## src/rtl/uart_pkg.sv

```systemverilog
// Shared types and helpers for the UART receive path.
//   rx_state_t   : receiver FSM states
//   clks_per_bit : clock cycles per serial bit (integer divide)
package uart_pkg;

    localparam int unsigned BYTE_W = 8;

    typedef enum logic [2:0] {
        IDLE,
        START,
        DATA,
        STOP,
        BREAK
    } rx_state_t;

    function automatic int unsigned clks_per_bit(input int unsigned clk_freq,
                                                 input int unsigned baud);
        return clk_freq / baud;
    endfunction

endpackage

```

## src/rtl/sync_fifo.sv

```systemverilog
// Synchronous FIFO with a registered head-of-queue output.
//   clk, rst : clock, synchronous active-high reset
//   push,din : write request and data; accepted when not full, or when full with a pop
//   full_c   : combinational full flag (from the occupancy register)
//   pop      : read request; ignored while valid=0
//   dout     : registered head entry; stable while nothing is popped
//   valid    : registered not-empty flag
module sync_fifo #(
    parameter int unsigned WIDTH = 8,
    parameter int unsigned DEPTH = 4
) (
    input  logic             clk,
    input  logic             rst,
    input  logic             push,
    input  logic [WIDTH-1:0] din,
    output logic             full_c,
    input  logic             pop,
    output logic [WIDTH-1:0] dout,
    output logic             valid
);

    localparam int unsigned PTR_W = $clog2(DEPTH);
    localparam int unsigned CNT_W = PTR_W + 1;

    logic [WIDTH-1:0] mem [DEPTH];
    logic [PTR_W-1:0] rd_ptr;
    logic [PTR_W-1:0] wr_ptr;
    logic [CNT_W-1:0] count;

    logic             pop_ok;
    logic             push_ok;
    logic [PTR_W-1:0] rd_nxt;
    logic [CNT_W-1:0] count_nxt;
    logic [WIDTH-1:0] head_nxt;

    assign full_c = (count == CNT_W'(DEPTH));

    // Handshake qualification, next pointers and the next head value.
    always_comb begin
        pop_ok    = pop & valid;
        push_ok   = push & (~full_c | pop_ok);
        rd_nxt    = rd_ptr + PTR_W'(pop_ok);
        count_nxt = count + CNT_W'(push_ok) - CNT_W'(pop_ok);
        head_nxt  = dout;
        // A push into a queue that is (or becomes) empty bypasses straight to the head.
        if (push_ok && (count == CNT_W'(pop_ok))) begin
            head_nxt = din;
        end else if (count_nxt != '0) begin
            head_nxt = mem[rd_nxt];
        end
    end

    // Storage array; no reset needed, only occupied slots are ever read.
    always_ff @(posedge clk) begin
        if (push_ok) begin
            mem[wr_ptr] <= din;
        end
    end

    // Pointers, occupancy and registered head.
    always_ff @(posedge clk) begin
        if (rst) begin
            rd_ptr <= '0;
            wr_ptr <= '0;
            count  <= '0;
            dout   <= '0;
            valid  <= 1'b0;
        end else begin
            rd_ptr <= rd_nxt;
            wr_ptr <= wr_ptr + PTR_W'(push_ok);
            count  <= count_nxt;
            dout   <= head_nxt;
            valid  <= (count_nxt != '0);
        end
    end

endmodule

```

## src/rtl/uart_rx_fifo.sv

```systemverilog
// 8N1 UART receiver feeding a small receive FIFO behind a valid/ready port.
//   clk       : system clock
//   rst       : synchronous active-high reset
//   rx        : serial line, idle high, asynchronous to clk
//   data      : head-of-FIFO byte, meaningful while valid=1
//   valid     : FIFO not empty
//   ready     : consumer accepts data on a cycle with valid & ready
//   frame_err : one-cycle pulse when a stop bit is sampled low
//   overrun   : one-cycle pulse when a good byte is dropped on a full FIFO
module uart_rx_fifo
    import uart_pkg::*;
#(
    parameter int unsigned CLK_FREQ   = 50_000_000,
    parameter int unsigned BAUD       = 115200,
    parameter int unsigned FIFO_DEPTH = 4
) (
    input  logic              clk,
    input  logic              rst,
    input  logic              rx,
    output logic [BYTE_W-1:0] data,
    output logic              valid,
    input  logic              ready,
    output logic              frame_err,
    output logic              overrun
);

    localparam int unsigned CPB   = clks_per_bit(CLK_FREQ, BAUD);
    localparam int unsigned CNT_W = $clog2(CPB);
    localparam int unsigned IDX_W = $clog2(BYTE_W);

    logic              rx_meta;
    logic              rx_s;

    rx_state_t         state;
    rx_state_t         state_nxt;
    logic [CNT_W-1:0]  cnt;
    logic [CNT_W-1:0]  cnt_nxt;
    logic [IDX_W-1:0]  idx;
    logic [IDX_W-1:0]  idx_nxt;
    logic [BYTE_W-1:0] shift;
    logic [BYTE_W-1:0] shift_nxt;
    logic              frame_err_nxt;
    logic              overrun_nxt;
    logic              push_c;
    logic              pop_c;
    logic              full_c;

    // Two-flop synchronizer; resets to the idle line level.
    always_ff @(posedge clk) begin
        if (rst) begin
            rx_meta <= 1'b1;
            rx_s    <= 1'b1;
        end else begin
            rx_meta <= rx;
            rx_s    <= rx_meta;
        end
    end

    // Receiver state register.
    always_ff @(posedge clk) begin
        if (rst) begin
            state     <= IDLE;
            cnt       <= '0;
            idx       <= '0;
            shift     <= '0;
            frame_err <= 1'b0;
            overrun   <= 1'b0;
        end else begin
            state     <= state_nxt;
            cnt       <= cnt_nxt;
            idx       <= idx_nxt;
            shift     <= shift_nxt;
            frame_err <= frame_err_nxt;
            overrun   <= overrun_nxt;
        end
    end

    assign pop_c = valid & ready;

    // Next-state and per-frame decisions.
    always_comb begin
        state_nxt     = state;
        cnt_nxt       = cnt + CNT_W'(1);
        idx_nxt       = idx;
        shift_nxt     = shift;
        push_c        = 1'b0;
        frame_err_nxt = 1'b0;

        unique case (state)
            IDLE: begin
                cnt_nxt = '0;
                if (!rx_s) begin
                    state_nxt = START;
                end
            end
            START: begin
                // Re-check the line mid start bit to reject short glitches.
                if (cnt == CNT_W'(CPB / 2 - 1)) begin
                    cnt_nxt = '0;
                    idx_nxt = '0;
                    state_nxt = rx_s ? IDLE : DATA;
                end
            end
            DATA: begin
                if (cnt == CNT_W'(CPB - 1)) begin
                    cnt_nxt        = '0;
                    shift_nxt[idx] = rx_s;
                    if (idx == IDX_W'(BYTE_W - 1)) begin
                        state_nxt = STOP;
                    end else begin
                        idx_nxt = idx + IDX_W'(1);
                    end
                end
            end
            STOP: begin
                if (cnt == CNT_W'(CPB - 1)) begin
                    cnt_nxt = '0;
                    if (rx_s) begin
                        push_c    = 1'b1;
                        state_nxt = IDLE;
                    end else begin
                        frame_err_nxt = 1'b1;
                        state_nxt     = BREAK;
                    end
                end
            end
            BREAK: begin
                // A held-low line must return high before a new start bit counts.
                cnt_nxt = '0;
                if (rx_s) begin
                    state_nxt = IDLE;
                end
            end
            default: begin
                state_nxt = IDLE;
                cnt_nxt   = '0;
            end
        endcase

        // A push into a full FIFO only survives if the consumer pops that cycle.
        overrun_nxt = push_c & full_c & ~pop_c;
    end

    sync_fifo #(
        .WIDTH (BYTE_W),
        .DEPTH (FIFO_DEPTH)
    ) u_fifo (
        .clk    (clk),
        .rst    (rst),
        .push   (push_c),
        .din    (shift_nxt),
        .full_c (full_c),
        .pop    (pop_c),
        .dout   (data),
        .valid  (valid)
    );

endmodule

```

## config.mk

```make
export PLATFORM = sky130hd
export DESIGN_NAME = uart_rx_fifo
export DESIGN_NICKNAME = d
export VERILOG_FILES = /design/src/rtl/uart_pkg.sv /design/src/rtl/sync_fifo.sv /design/src/rtl/uart_rx_fifo.sv
export SDC_FILE = /design/constraint.sdc
export NUM_CORES = 1
export LEC_CHECK = 0
export ABC_CLOCK_PERIOD_IN_PS = 4200
export CAP_MARGIN = 20
export CORE_MARGIN = 1.5
export CORE_UTILIZATION = 40
export CTS_CLUSTER_SIZE = 20
export DETAILED_ROUTE_END_ITERATION = 6
export PLACE_DENSITY_LB_ADDON = 0.3
export SETUP_SLACK_MARGIN = 0.1
export SKIP_LAST_GASP = 1
export SYNTH_ARGS = -nofsm -noshare
export SYNTH_HDL_FRONTEND = slang
export SYNTH_SLANG_ARGS = --single-unit
```

## constraint.sdc

```tcl
create_clock -name clk -period 4.2 [get_ports clk]
set_input_delay 0.63 -clock clk [delete_from_list [all_inputs] [get_ports clk]]
set_output_delay 0.63 -clock clk [all_outputs]
set_load 0.02 [all_outputs]
```

==> reports/qor.yml <==
cts:
  post_cts_buffers: 0
  clk_pin_slew_worst_paths_ns: 0.08
  cts-buffers-inserted: 9
  cts_resized: 0
  clockRootBuffer: "clkbuf_8"
  clock_path_buffers: 2
  h-tree-depth: 3
  clock_latency_ns: 0.34
  cts_tree: "done"
  postCtsHoldBufs: 0
  clock-sinks: 75
power_and_ir_drop:
  internal-power_mw: 1.41
  p_seq_share_pct: 42.5
  p_switching_mw: 0.575
  swShare_pct: 28.9
  combPwrFrac_pct: 27.2
  ir_drop_mv: 0.206
  clock_power_share_pct: 30.3
  p_total_mw: 1.99
  p_per_area_nw_per_um2: 522
  p_leak_nw: 1.38
synth:
  syn_area_um2: 3400
  syn-num-nets: 292
  synth-edff-count: 32
  synth.distinct_cells: 62
  synth_warnings: 0
  async_flop_share_pct: 0
  ys_ff_latch: 75
  syn_avg_cell_area_um2: 12.2
  synth.yosys.seq_area_share_pct: 53.5
  synth_ff_type: "dfxtp_1"
  syn_inst: 278
timing:
  rsz0062_at_grt: "false"
  fmax_ghz: 0.277
  period_minus_slack_ns: 3.61
  setup_ws_ns: 0.591
  drv_slew: 0
  finalHoldViolCount: 0
  slew_headroom_pct: 36.9
  clock_skew_ns: 0.00882
  fin_crit_sh_pct: 85.9
  tightest_slew_ns: 0.943
  setup_viol: 0
  fin_tns_setup_ns: 0
place:
  port_buffers: 14
  place_ws_ns: 0.617
  gp_congestion: 0.772
  dpl.hpwl_um: 4610
setup_path:
  worstSetupEndpointType: "flop"
  crit_slowest_cell: "dfxtp_1"
  reg2reg_depth: 11
  crit_family: "simple AND/OR/NAND/NOR gates"
  path_class: "reg2reg"
  critPathBufInv: 1
  crit_arrival_ns: 3.82
  slowest_delay_ns: 0.45
  crit_chain: "ha_1, nand4bb_2, nor2_1, nand4_1, inv_1, ha_1, fa_1, or2_2, or2_1, a211oi_1, a211oi_1"
  reg2reg_from: "cnt[0]"
  required_ns: 4.41
  critPathMaxFanout: 9
  cp.depth: 11
  critical_path.startpoint: "cnt[0]"
  cp-start-kind: "flop"
floorplanning:
  die_h_um: 95.2
  start_util_pct: 41.4
  ios: 15
  die_w_um: 95.2
  core_area_um2: 8220
  num_rows: 33
  die_area_um2: 9070
finish:
  layout-drive-gt1-share_pct: 16.7
  synthToLayoutAreaGrowth_pct: 12.0
  final_util_pct: 46.4
  nets: 302
  antennaDiodeCount: 0
  fillCellCount: 736
hold_path:
  hold_class: "reg2reg"
  worstHoldStart: "rx_meta"
  whs_path_depth: 1
global_routing:
  grt.total_usage_pct: 16.3
  grt_pass1_vias: 2190
  grt_first_pass_wirelength_um: 11000
  antenna_found_initial: 0
  gr-total-overflow: 0
  grt_max_degree: 23
route:
  via_count: 2159
  first_pass_iters: 4
  via_per_inst: 5.42
  dr.first_iter.drc_count: 80
  ant_nets: 0
  drc: 0
  wl_per_cell_um: 16.5
  routed_wl_um: 6560
job:
  drv_cap: 0
status:
  outcome: "completed"
-- cells in the final DEF (no fill, tap or decap), drive strengths merged, types with 7 or more instances in the layout --
cell type      count
clkdlybuf4s50     14
dfxtp             43
edfxtp            32
nor3b             11
nand4              7
mux4               8
nor2              17
nand3              8
a211oi            17
clkbuf            10
nand2             15
inv               14
a21oi              8
xor2               7
nor2b              9
ha                 9
-- state kept, by name (all words and copies together) (netlist names), 3 cells and up --
signal,flops
u_fifo.dout,8
u_fifo.mem,32
idx,3
state,3
u_fifo.count,3
shift,8
cnt,9
-- path summary, 6_finish.rpt --
| check | slack (ns) | endpoint |
|---|---|---|
| max | 0.59 | u_fifo.dout[6] |
| min | 0.42 | rx_s |
| max reg2reg | 0.59 | u_fifo.dout[6] |
| min reg2reg | 0.42 | rx_s |
-- Yosys cell counts, types with 2 or more instances --
cell type	instances	area [µm²]
dfxtp_1	43	861
edfxtp_1	32	961
nor2_1	17	63.8
nand2_1	15	56.3
inv_1	13	48.8
a211oi_1	10	75.1
nor3b_1	10	75.1
ha_1	9	113
nor2b_1	9	56.3
a21oi_1	8	40.0
mux4_2	8	180
nand3_1	8	40.0
a211oi_2	7	87.6
nand4_1	7	43.8
xor2_1	6	52.6
clkbuf_1	5	18.8
buf_4	4	30.0
o21ai_0	4	20.0
buf_2	3	15.0
buf_6	3	33.8
nor3_1	3	15.0
o211ai_1	3	22.5
or2_2	3	18.8
or3_1	3	18.8
and3_1	2	12.5
and4_1	2	17.5
mux2i_1	2	20.0
nand2b_1	2	12.5
nor4_1	2	12.5
or4_1	2	15.0
xnor2_1	2	17.5
-- power by group through the flow --
stage	Sequential (mW)	Combinational, mW	Clock [mW]
finish	0.845	0.542	0.601
global placement	0.862	0.538	0
detailed placement	0.862	0.541	0
global route	0.849	0.595	0.641
floorplan	0.905	0.354	0
CTS	0.846	0.545	0.620
-- layer usage --
metal  part of all wire (%)  GRT usage (%)
met5                      0              0
met1                     47           21.3
met2                     48           26.1
met3                    3.1           4.47
met4                    1.4           5.22
-- cell families after synthesis --
| logic type | after synthesis | synth area share (%) |
|---|---|---|
| xor gates and xnor gates | 10 | 3.24 |
| buffers and inverters | 29 | 4.41 |
| and+or+nand+nor | 103 | 19.4 |
| AOI/OAI and AO/OA | 39 | 8.82 |
| DFF | 75 | 53.5 |
| adders and majority gates | 10 | 3.90 |
| muxes | 12 | 6.65 |
-- per-stage QoR --
| step | hold WS, ns | cell area (µm²) | instances |
|---|---|---|---|
| 6_report | 0.425 | 3810 | 398 |
| 5_1_grt | 0.458 | 3810 | 398 |
| 4_1_cts | 0.432 | 3810 | 398 |
| 3_5_place_dp | 0.410 | 3600 | 382 |
| 3_3_place_gp | 0.399 | 3600 | 382 |
| 2_1_floorplan | 0.389 | 3400 | 278 |
-- layout make-up --
class                   instances  area, µm²  area share, %
flip-flops and latches         75       1820           47.8
multi-input cells             174       1450           38.0
repair buffers                 15        148           3.87
well taps                     105        131           3.45
clock buffers                  10        128           3.35
clock inverters                 6       87.6           2.30
inverters                      13       48.8           1.28
Note: power is estimated with default switching activity, not from simulation.
